==> config.mk <==
export PLATFORM = sky130hd
export DESIGN_NAME = pdm_mic_tx
export DESIGN_NICKNAME = d
export VERILOG_FILES = /design/src/rtl/pdm_mic_tx.sv
export SDC_FILE = /design/constraint.sdc
export NUM_CORES = 1
export LEC_CHECK = 0
export ABC_AREA = 0
export BUFFER_PORTS_ARGS = -buffer_cell sky130_fd_sc_hd__buf_4
export CAP_MARGIN = 5
export CORE_ASPECT_RATIO = 0.6
export CORE_MARGIN = 2
export CORE_UTILIZATION = 65
export DETAILED_ROUTE_END_ITERATION = 7
export GPL_ROUTABILITY_DRIVEN = 0
export GPL_TIMING_DRIVEN = 0
export PLACE_DENSITY = 0.84
export SLEW_MARGIN = 30
export SYNTH_ARGS = -nofsm -noshare
export SYNTH_HDL_FRONTEND = slang
export SYNTH_SLANG_ARGS = --single-unit
==> constraint.sdc <==
create_clock -name clk -period 7 [get_ports clk]
set_clock_uncertainty 0.15 [all_clocks]
set_input_delay 1.4 -clock clk [delete_from_list [all_inputs] [get_ports clk]]
set_output_delay 1.4 -clock clk [all_outputs]
set_load 0.005 [all_outputs]
==> src/rtl/pdm_mic_tx.sv <==
// pdm_mic_tx: microphone-side PDM transmitter.
// PCM samples are queued in a small FIFO. Each sample is expanded into OSR
// PDM bits by a first-order sigma-delta modulator. One bit is produced per
// active edge of the receiver-generated mic clock.
//
// Handshake: a sample transfers on any posedge where pcm_valid and pcm_ready
// are both high. pcm_ready is a registered "not full" flag and does not depend
// on pcm_valid in the same cycle. The producer may hold pcm_valid high for as
// long as it likes. Each cycle that has both signals high consumes one sample.
module pdm_mic_tx #(
  parameter int OSR        = 64,
  parameter int FIFO_DEPTH = 4
) (
  input  logic        clk,
  input  logic        reset,
  input  logic        enable,
  input  logic        mic_clk,
  input  logic        lr_sel,
  input  logic [15:0] pcm_data,
  input  logic        pcm_valid,
  output logic        pcm_ready,
  output logic        pdm_data,
  output logic        underflow
);

  localparam int CW = (OSR > 1) ? $clog2(OSR) : 1;
  localparam int AW = (FIFO_DEPTH > 1) ? $clog2(FIFO_DEPTH) : 1;
  localparam logic [CW-1:0] LAST_BIT = CW'(OSR - 1);
  localparam logic [AW:0]   FULL_CNT = (AW + 1)'(FIFO_DEPTH);

  // mic_clk synchronizer and edge history
  logic s1_q, s2_q, s3_q;

  // FIFO storage and bookkeeping
  logic [15:0]   mem_q [FIFO_DEPTH];
  logic [AW-1:0] wr_ptr_q, wr_ptr_d;
  logic [AW-1:0] rd_ptr_q, rd_ptr_d;
  logic [AW:0]   count_q, count_d;
  logic          ready_q, ready_d;

  // Modulator state
  logic [15:0]   acc_q, acc_d;
  logic [15:0]   cur_q, cur_d;
  logic [CW-1:0] cnt_q, cnt_d;
  logic          pdm_q, pdm_d;
  logic          uf_q, uf_d;

  logic          rise, fall, act_edge, reload, do_wr, do_pop;
  logic [16:0]   sum;

  assign rise     = s2_q & ~s3_q;
  assign fall     = ~s2_q & s3_q;
  assign act_edge = lr_sel ? rise : fall;
  assign reload   = enable & act_edge & (cnt_q == LAST_BIT);
  assign do_wr    = pcm_valid & ready_q;
  // A sample written this cycle only counts toward count_q next cycle,
  // so the pop decision never sees it. There is no bypass path.
  assign do_pop   = reload & (count_q != '0);
  // The carry out of the 17-bit sum is the PDM bit. The accumulator keeps
  // the residue, which gives the first-order error feedback.
  assign sum      = {1'b0, acc_q} + {1'b0, cur_q ^ 16'h8000};

  assign pcm_ready = ready_q;
  assign pdm_data  = pdm_q;
  assign underflow = uf_q;

  // Next-state for FIFO pointers, occupancy and the registered ready flag
  always_comb begin
    wr_ptr_d = wr_ptr_q;
    rd_ptr_d = rd_ptr_q;
    count_d  = count_q;
    if (do_wr) begin
      wr_ptr_d = wr_ptr_q + AW'(1);
    end
    if (do_pop) begin
      rd_ptr_d = rd_ptr_q + AW'(1);
    end
    if (do_wr && !do_pop) begin
      count_d = count_q + (AW + 1)'(1);
    end else if (!do_wr && do_pop) begin
      count_d = count_q - (AW + 1)'(1);
    end
    ready_d = (count_d != FULL_CNT);
  end

  // Next-state for the modulator, bit counter and sample reload
  always_comb begin
    acc_d = acc_q;
    cur_d = cur_q;
    cnt_d = cnt_q;
    pdm_d = pdm_q;
    uf_d  = 1'b0;
    if (!enable) begin
      acc_d = '0;
      cur_d = '0;
      cnt_d = '0;
      pdm_d = 1'b0;
    end else if (act_edge) begin
      acc_d = sum[15:0];
      pdm_d = sum[16];
      if (cnt_q == LAST_BIT) begin
        cnt_d = '0;
        if (count_q != '0) begin
          cur_d = mem_q[rd_ptr_q];
        end else begin
          uf_d = 1'b1;
        end
      end else begin
        cnt_d = cnt_q + CW'(1);
      end
    end
  end

  // State registers with synchronous active-high reset
  always_ff @(posedge clk) begin
    if (reset) begin
      s1_q     <= 1'b0;
      s2_q     <= 1'b0;
      s3_q     <= 1'b0;
      wr_ptr_q <= '0;
      rd_ptr_q <= '0;
      count_q  <= '0;
      ready_q  <= 1'b1;
      acc_q    <= '0;
      cur_q    <= '0;
      cnt_q    <= '0;
      pdm_q    <= 1'b0;
      uf_q     <= 1'b0;
    end else begin
      s1_q     <= mic_clk;
      s2_q     <= s1_q;
      s3_q     <= s2_q;
      wr_ptr_q <= wr_ptr_d;
      rd_ptr_q <= rd_ptr_d;
      count_q  <= count_d;
      ready_q  <= ready_d;
      acc_q    <= acc_d;
      cur_q    <= cur_d;
      cnt_q    <= cnt_d;
      pdm_q    <= pdm_d;
      uf_q     <= uf_d;
    end
  end

  // FIFO data storage; the occupancy count alone defines validity, so no reset is needed
  always_ff @(posedge clk) begin
    if (do_wr && !reset) begin
      mem_q[wr_ptr_q] <= pcm_data;
    end
  end

endmodule

==> results of run 1 <==
==> cell usage after synthesis, drive strengths merged (5+ instances only) <==
library cell   n  area share [%]
clkbuf         9            0.67
and2           5            0.67
mux4          16             7.2
ha            24             6.0
xnor2         15             2.6
nor2          40             3.0
a21oi         24             2.4
inv            9            0.67
nand3          9            0.89
edfxtp        64              38
dfxtp         51              20
o21ai         16             1.6
mux2i         17             3.4
nand2         43             3.2
nor2b          7            0.87
==> cells by family (layout without fill, tap and decap cells) <==
logic type,count (synthesis),after routing,share of synthesized area (%)
mux,35,35,11.0
xor+xnor,19,19,3.30
fa+ha+maj,25,25,6.36
flops,115,115,58.4
simple gates,121,121,11.1
buf+inv,21,77,1.86
compound gates,62,62,7.93
==> cell type report <==
type                       count  share of cell area (%)
tap                          104                    2.20
clock buffer                  19                    7.32
inverter                       9                   0.571
multi-input combinational    262                    33.8
sequential                   115                    49.8
timing repair buffer          24                    3.05
clock inverter                13                    2.28
buffer                        12                    1.02
==> worst min-delay path by stage <==
stage                      endpoint  depth (start not counted)       startpoint
detailed placement  s2_q$_SDFF_PP0_                          1  s1_q$_SDFF_PP0_
global route        s2_q$_SDFF_PP0_                          1  s1_q$_SDFF_PP0_
finish              s2_q$_SDFF_PP0_                          1  s1_q$_SDFF_PP0_
global placement    s2_q$_SDFF_PP0_                          1  s1_q$_SDFF_PP0_
CTS                 s2_q$_SDFF_PP0_                          1  s1_q$_SDFF_PP0_
floorplan           s2_q$_SDFF_PP0_                          1  s1_q$_SDFF_PP0_
==> state kept, by name, indices dropped and copies added, names as in the netlist, 2 cells and up <==
register,count
mem_q,64
acc_q,16
cur_q,16
cnt_q,6
count_q,3
rd_ptr_q,2
wr_ptr_q,2
==> worst register-to-register path: cells and delay by family (launching register included) <==
family                   cells  cell delay, ns
adder cells (fa/ha/maj)      2            0.64
AO/OA/AOI/OAI                6            1.61
flip-flops                   1            0.31
==> layer usage <==
layer / up-vias / track usage (%) / wire, µm
li1: 1550 / - / -
met1: 1672 / 38.9 / 5000
met2: 170 / 46.3 / 5290
met3: 24 / 8.81 / 825
met4: 0 / 11.0 / 230
met5: - / 0 / 0
==> stage by stage <==
step / worst slack (ns) / util, % / std cells / hold WS, ns / cell area [µm²]
after CTS: 3.73 / 80.1 / 558 / 0.291 / 5910
after global routing: 3.64 / 80.1 / 558 / 0.315 / 5910
final: 3.74 / 80.1 / 558 / 0.284 / 5910
after floorplan: 3.67 / - / 398 / 0.264 / 5040
after detailed placement: 3.31 / 72.4 / 526 / 0.278 / 5350
after global placement: 3.41 / 72.4 / 526 / 0.268 / 5350
==> power groups by stage <==
stage	clock [mW]	sequential [mW]	combinational [mW]
detailed placement	0	0.748	0.0606
global placement	0	0.746	0.0567
global route	0.869	0.736	0.0690
finish	0.837	0.735	0.0633
CTS	0.840	0.735	0.0628
floorplan	0	0.746	0.0348
==> impl_metrics.tcl, run 1 <==
set metrics [dict create \
    status "finished, final reports clean" \
    num_rows 24 \
    crit_end "cur_q[1]$_SDFFE_PP0P_" \
    syn-num-nets 445 \
    intPower_mw 1.27 \
    wl_per_cell_um 20.3 \
    synth_edf_count 64 \
    maxCapViolations 0 \
    max_slew.worst_pin.slew_ns 0.888 \
    grt_pass1_wl_um 17900 \
    syn_inst 398 \
    crit_chain "buf_4 -> or3b_4 -> and2_4 -> buf_6 -> nor4_4 -> buf_6 -> mux2i_1 -> nor2_1" \
    area.growth.synth_to_final_pct 17.4 \
    cts_tree "yes" \
    die_area_um2 8490 \
    synthesis.area_um2 5040 \
    period_needed_ns 3.26 \
    numClockSinks 115 \
    cp_slowest_cell "nor4_4" \
    port_buffers 24 \
    slew_violations 0 \
    power_mw 1.64 \
    rsz0062_at_grt "false" \
    vias 3416 \
    drc 0 \
    clk_pin_slew_ns 0.05 \
    path_depth 8 \
    synth_ff_type "edfxtp_1" \
    end_kind "flip-flop" \
    pwr-share-comb_pct 3.9 \
    relSlewSlack_pct 40.8 \
    synthArstFlopShare_pct 0 \
    setup_viol 0 \
    worst_hold_path_type "reg -> reg" \
    post_cts_resize_count 0 \
    arrival_ns 3.39 \
    postCtsSetupRepairBufs 0 \
    syn_avg_cell_area_um2 12.7 \
    swShare_pct 22.1 \
    startpoint_type "primary input" \
    grt_pass1_vias 3343 \
    fmax_mhz 307 \
    fp.dieH_um 72.2 \
    synth_seq_cells 115 \
    critPathLaunch "lr_sel" \
    rr_worst_depth 8 \
    tns_ns 0 \
    place_hpwl_um 7140 \
    drt_iter0_drc 329 \
    min_period_over_period_pct 46.6 \
    vdd_drop_max_mv 0.318 \
    regToRegSetupSlack_ns 4.19 \
    grt_max_degree 17 \
    final_common_cell "edfxtp_1" \
    holdBufCountCts 0 \
    p_leak_nw 2.10 \
    powerDensity_nw_per_um2 277 \
    path_common_cell "buf_6" \
    cp_slowest_stage_delay_ns 0.60 \
    mostFrequentLayoutCells "edfxtp_1, dfxtp_1, nand2_1, nor2_1" \
    layout.nets 488 \
    antenna_found_initial 0 \
    drtPass1Iterations 5 \
    coreArea_um2 7390 \
    grt_usage_pct 29.2 \
    fillers 398 \
    worstPathMaxFanout 10 \
    required_ns 7.13 \
    hold_viol 0 \
    crit_buf_inv 3 \
    multi_input_area_um2 2000 \
    critPathKind "in -> reg" \
    cts_root_buf "clkbuf_16" \
    die_w_um 118 \
    seq_area_um2 2940 \
    overflow 0 \
    clockPowerShare_pct 51.2 \
    ant_nets 0 \
    cts_buffers 17 \
    antennaDiodeCount 0 \
    h-tree-depth 4 \
    seq_power_share_pct 45.0 \
    initial_utilization_pct 68.2 \
    synth_cell_type_count 46 \
    ys_warn_count 0 \
    r2r_end "acc_q[14]$_SDFFE_PP0N_" \
    rr_startpoint "acc_q[0]$_SDFFE_PP0N_" \
    insertion_delay_ns 0.42 \
    clock_path_buffers 2 \
    yosysSeqAreaShare_pct 58.4 \
    drt-total-wl_um 11300 \
    switchingPower_mw 0.361 \
    path_delay_family "simple AND/OR/NAND/NOR gates" \
    io-pin-count 25 \
    routed_via_density 6.12 \
    drive_above_1_share_pct 17.4 \
]
Note: power is estimated with default switching activity, not from simulation.
==> run 2, diff against run 1 <==
--- a/config.mk
+++ b/config.mk
@@ -10,11 +10,11 @@
 export CAP_MARGIN = 5
 export CORE_ASPECT_RATIO = 0.6
 export CORE_MARGIN = 2
-export CORE_UTILIZATION = 65
+export CORE_UTILIZATION = 61
 export DETAILED_ROUTE_END_ITERATION = 7
 export GPL_ROUTABILITY_DRIVEN = 0
 export GPL_TIMING_DRIVEN = 0
-export PLACE_DENSITY = 0.84
+export PLACE_DENSITY = 0.79
 export SLEW_MARGIN = 30
 export SYNTH_ARGS = -nofsm -noshare
 export SYNTH_HDL_FRONTEND = slang
==> constraint.sdc (replaced) <==
create_clock -name clk -period 3.1 [get_ports clk]
set_clock_uncertainty 0.15 [all_clocks]
set_input_delay 0.62 -clock clk [delete_from_list [all_inputs] [get_ports clk]]
set_output_delay 0.62 -clock clk [all_outputs]
set_load 0.005 [all_outputs]
==> run 2 against run 1 <==
Net effect:
- flip-flop and latch count did not move
- sequential power up 130%
- design area grew 0.72%
- via count shrank 3.2%
- worst setup slack worse by 3.5 ns
- clock power increased by 140%
- global-route usage fell by 3.1 points
- first-iteration DRC count down 27%
- critical path type is now reg -> reg
- largest cell class unchanged
- highest routed layer unchanged
==> impl_metrics.tcl, run 2 (same netlist as run 1, synthesis figures left out) <==
set metrics [dict create \
    io-pin-count 25 \
    die_area_um2 9020 \
    holdBufCountCts 0 \
    ant_nets 0 \
    seq_power_share_pct 43.7 \
    period_needed_ns 2.86 \
    max_slew.worst_pin.slew_ns 0.875 \
    layout.nets 488 \
    seq_area_um2 2940 \
    antennaDiodeCount 0 \
    overflow 0 \
    drt-total-wl_um 10600 \
    end_kind "flip-flop" \
    mostFrequentLayoutCells "edfxtp_1, dfxtp_1, nand2_1, nor2_1" \
    port_buffers 24 \
    status "finished, final reports clean" \
    place_inst 530 \
    critPathKind "reg -> reg" \
    num_rows 25 \
    fin_cells 562 \
    maxCapViolations 0 \
    vdd_drop_max_mv 0.639 \
    postCtsSetupRepairBufs 0 \
    grt_pass1_vias 3210 \
    post_cts_resize_count 0 \
    p_leak_nw 2.11 \
    cts_buffers 17 \
    relSlewSlack_pct 41.7 \
    insertion_delay_ns 0.42 \
    multi_input_area_um2 2000 \
    switchingPower_mw 0.824 \
    crit_chain "ha_1 -> fa_1 -> a21o_1 -> a221oi_2 -> o211ai_1 -> a2111oi_0 -> a2111oi_0 -> a22o_1" \
    numClockSinks 115 \
    drc 0 \
    drtPass1Iterations 5 \
    required_ns 3.25 \
    routed_via_density 5.88 \
    worst_hold_path_type "in -> reg" \
    fillers 488 \
    swShare_pct 21.7 \
    h-tree-depth 4 \
    path_common_cell "a2111oi_0" \
    grt_pass1_wl_um 17000 \
    setup_viol 0 \
    wl_per_cell_um 18.8 \
    clk_pin_slew_ns 0.05 \
    coreArea_um2 7950 \
    arrival_ns 3.01 \
    cts_tree "yes" \
    die_w_um 121 \
    min_period_over_period_pct 92.3 \
    clockPowerShare_pct 52.5 \
    place_hpwl_um 6750 \
    cp_slowest_cell "a2111oi_0" \
    largestRegisters "mem_q: 64 flops, acc_q: 16 flops, cur_q: 16 flops" \
    fp.dieH_um 74.4 \
    grt_usage_pct 26.1 \
    intPower_mw 2.97 \
    drt_iter0_drc 239 \
    powerDensity_nw_per_um2 636 \
    antenna_found_initial 0 \
    vias 3307 \
    cp_slowest_stage_delay_ns 0.45 \
    hold_viol 0 \
    power_mw 3.79 \
    tns_ns 0 \
    drive_above_1_share_pct 17.8 \
    pwr-share-comb_pct 3.7 \
    grt_max_degree 17 \
    fmax_mhz 350 \
    final_common_cell "edfxtp_1" \
    largest_reg_flops 64 \
    clock_path_buffers 2 \
    cts_root_buf "clkbuf_16" \
    worstPathMaxFanout 4 \
    area.growth.synth_to_final_pct 18.3 \
    top_register "mem_q" \
    rsz0062_at_grt "false" \
    startpoint_type "flip-flop" \
    slew_violations 0 \
    initial_utilization_pct 63.4 \
]
-- run 2: final timing paths --
kind / startpoint / to / slack, ns / depth (start not counted)
worst max-delay path: cur_q[0]$_SDFFE_PP0P_ / acc_q[14]$_SDFFE_PP0N_ / 0.24 / 8
worst min-delay path: pcm_data[15] / mem_q[3][15]$_DFFE_PP_ / 0.25 / 1
worst max register to register: cur_q[0]$_SDFFE_PP0P_ / acc_q[14]$_SDFFE_PP0N_ / 0.24 / 8
worst min register to register: s1_q$_SDFF_PP0_ / s2_q$_SDFF_PP0_ / 0.30 / 1
-- run 2: critical path: cells and delay by family, from the launching register on --
family | cells | cell delay (ns)
fa+ha+maj | 2 | 0.62
compound gates | 6 | 1.65
flops | 1 | 0.33
-- run 2: per-layer routing --
layer / global-route usage, % / share of wire, % / vias to the layer above
li1: - / - / 1561
met5: 0 / 0 / -
met2: 39.6 / 46 / 122
met4: 10.3 / 1.3 / 0
met3: 7.52 / 6.6 / 14
met1: 36.3 / 46 / 1610
-- run 2: power by group through the flow --
| stage | Clock (mW) | Combinational [mW] | Sequential [mW] |
|---|---|---|---|
| 3_5_place_dp | 0 | 0.136 | 1.69 |
| 3_3_place_gp | 0 | 0.129 | 1.69 |
| 5_1_grt | 2.07 | 0.155 | 1.66 |
| 6_report | 1.99 | 0.141 | 1.66 |
| 2_1_floorplan | 0 | 0.0785 | 1.68 |
| 4_1_cts | 2.01 | 0.141 | 1.66 |
-- run 2: metrics by stage --
step	setup WS [ns]	area, µm²	util [%]	hold slack (ns)
floorplan	0.550	5040	-	0.264
global placement	0.306	5350	67.4	0.268
detailed placement	0.208	5350	67.4	0.290
CTS	0.261	5960	75.0	0.245
global route	0.147	5960	75.0	0.250
finish	0.239	5960	75.0	0.252
-- run 2: layout make-up --
class                      instances  share of cell area, %
clock buffer                      17                   7.14
multi-input combinational        262                   33.6
timing repair buffer              24                   3.02
inverter                           9                  0.567
sequential                       115                   49.4
tap                              108                   2.27
clock inverter                    15                   3.02
buffer                            12                   1.01
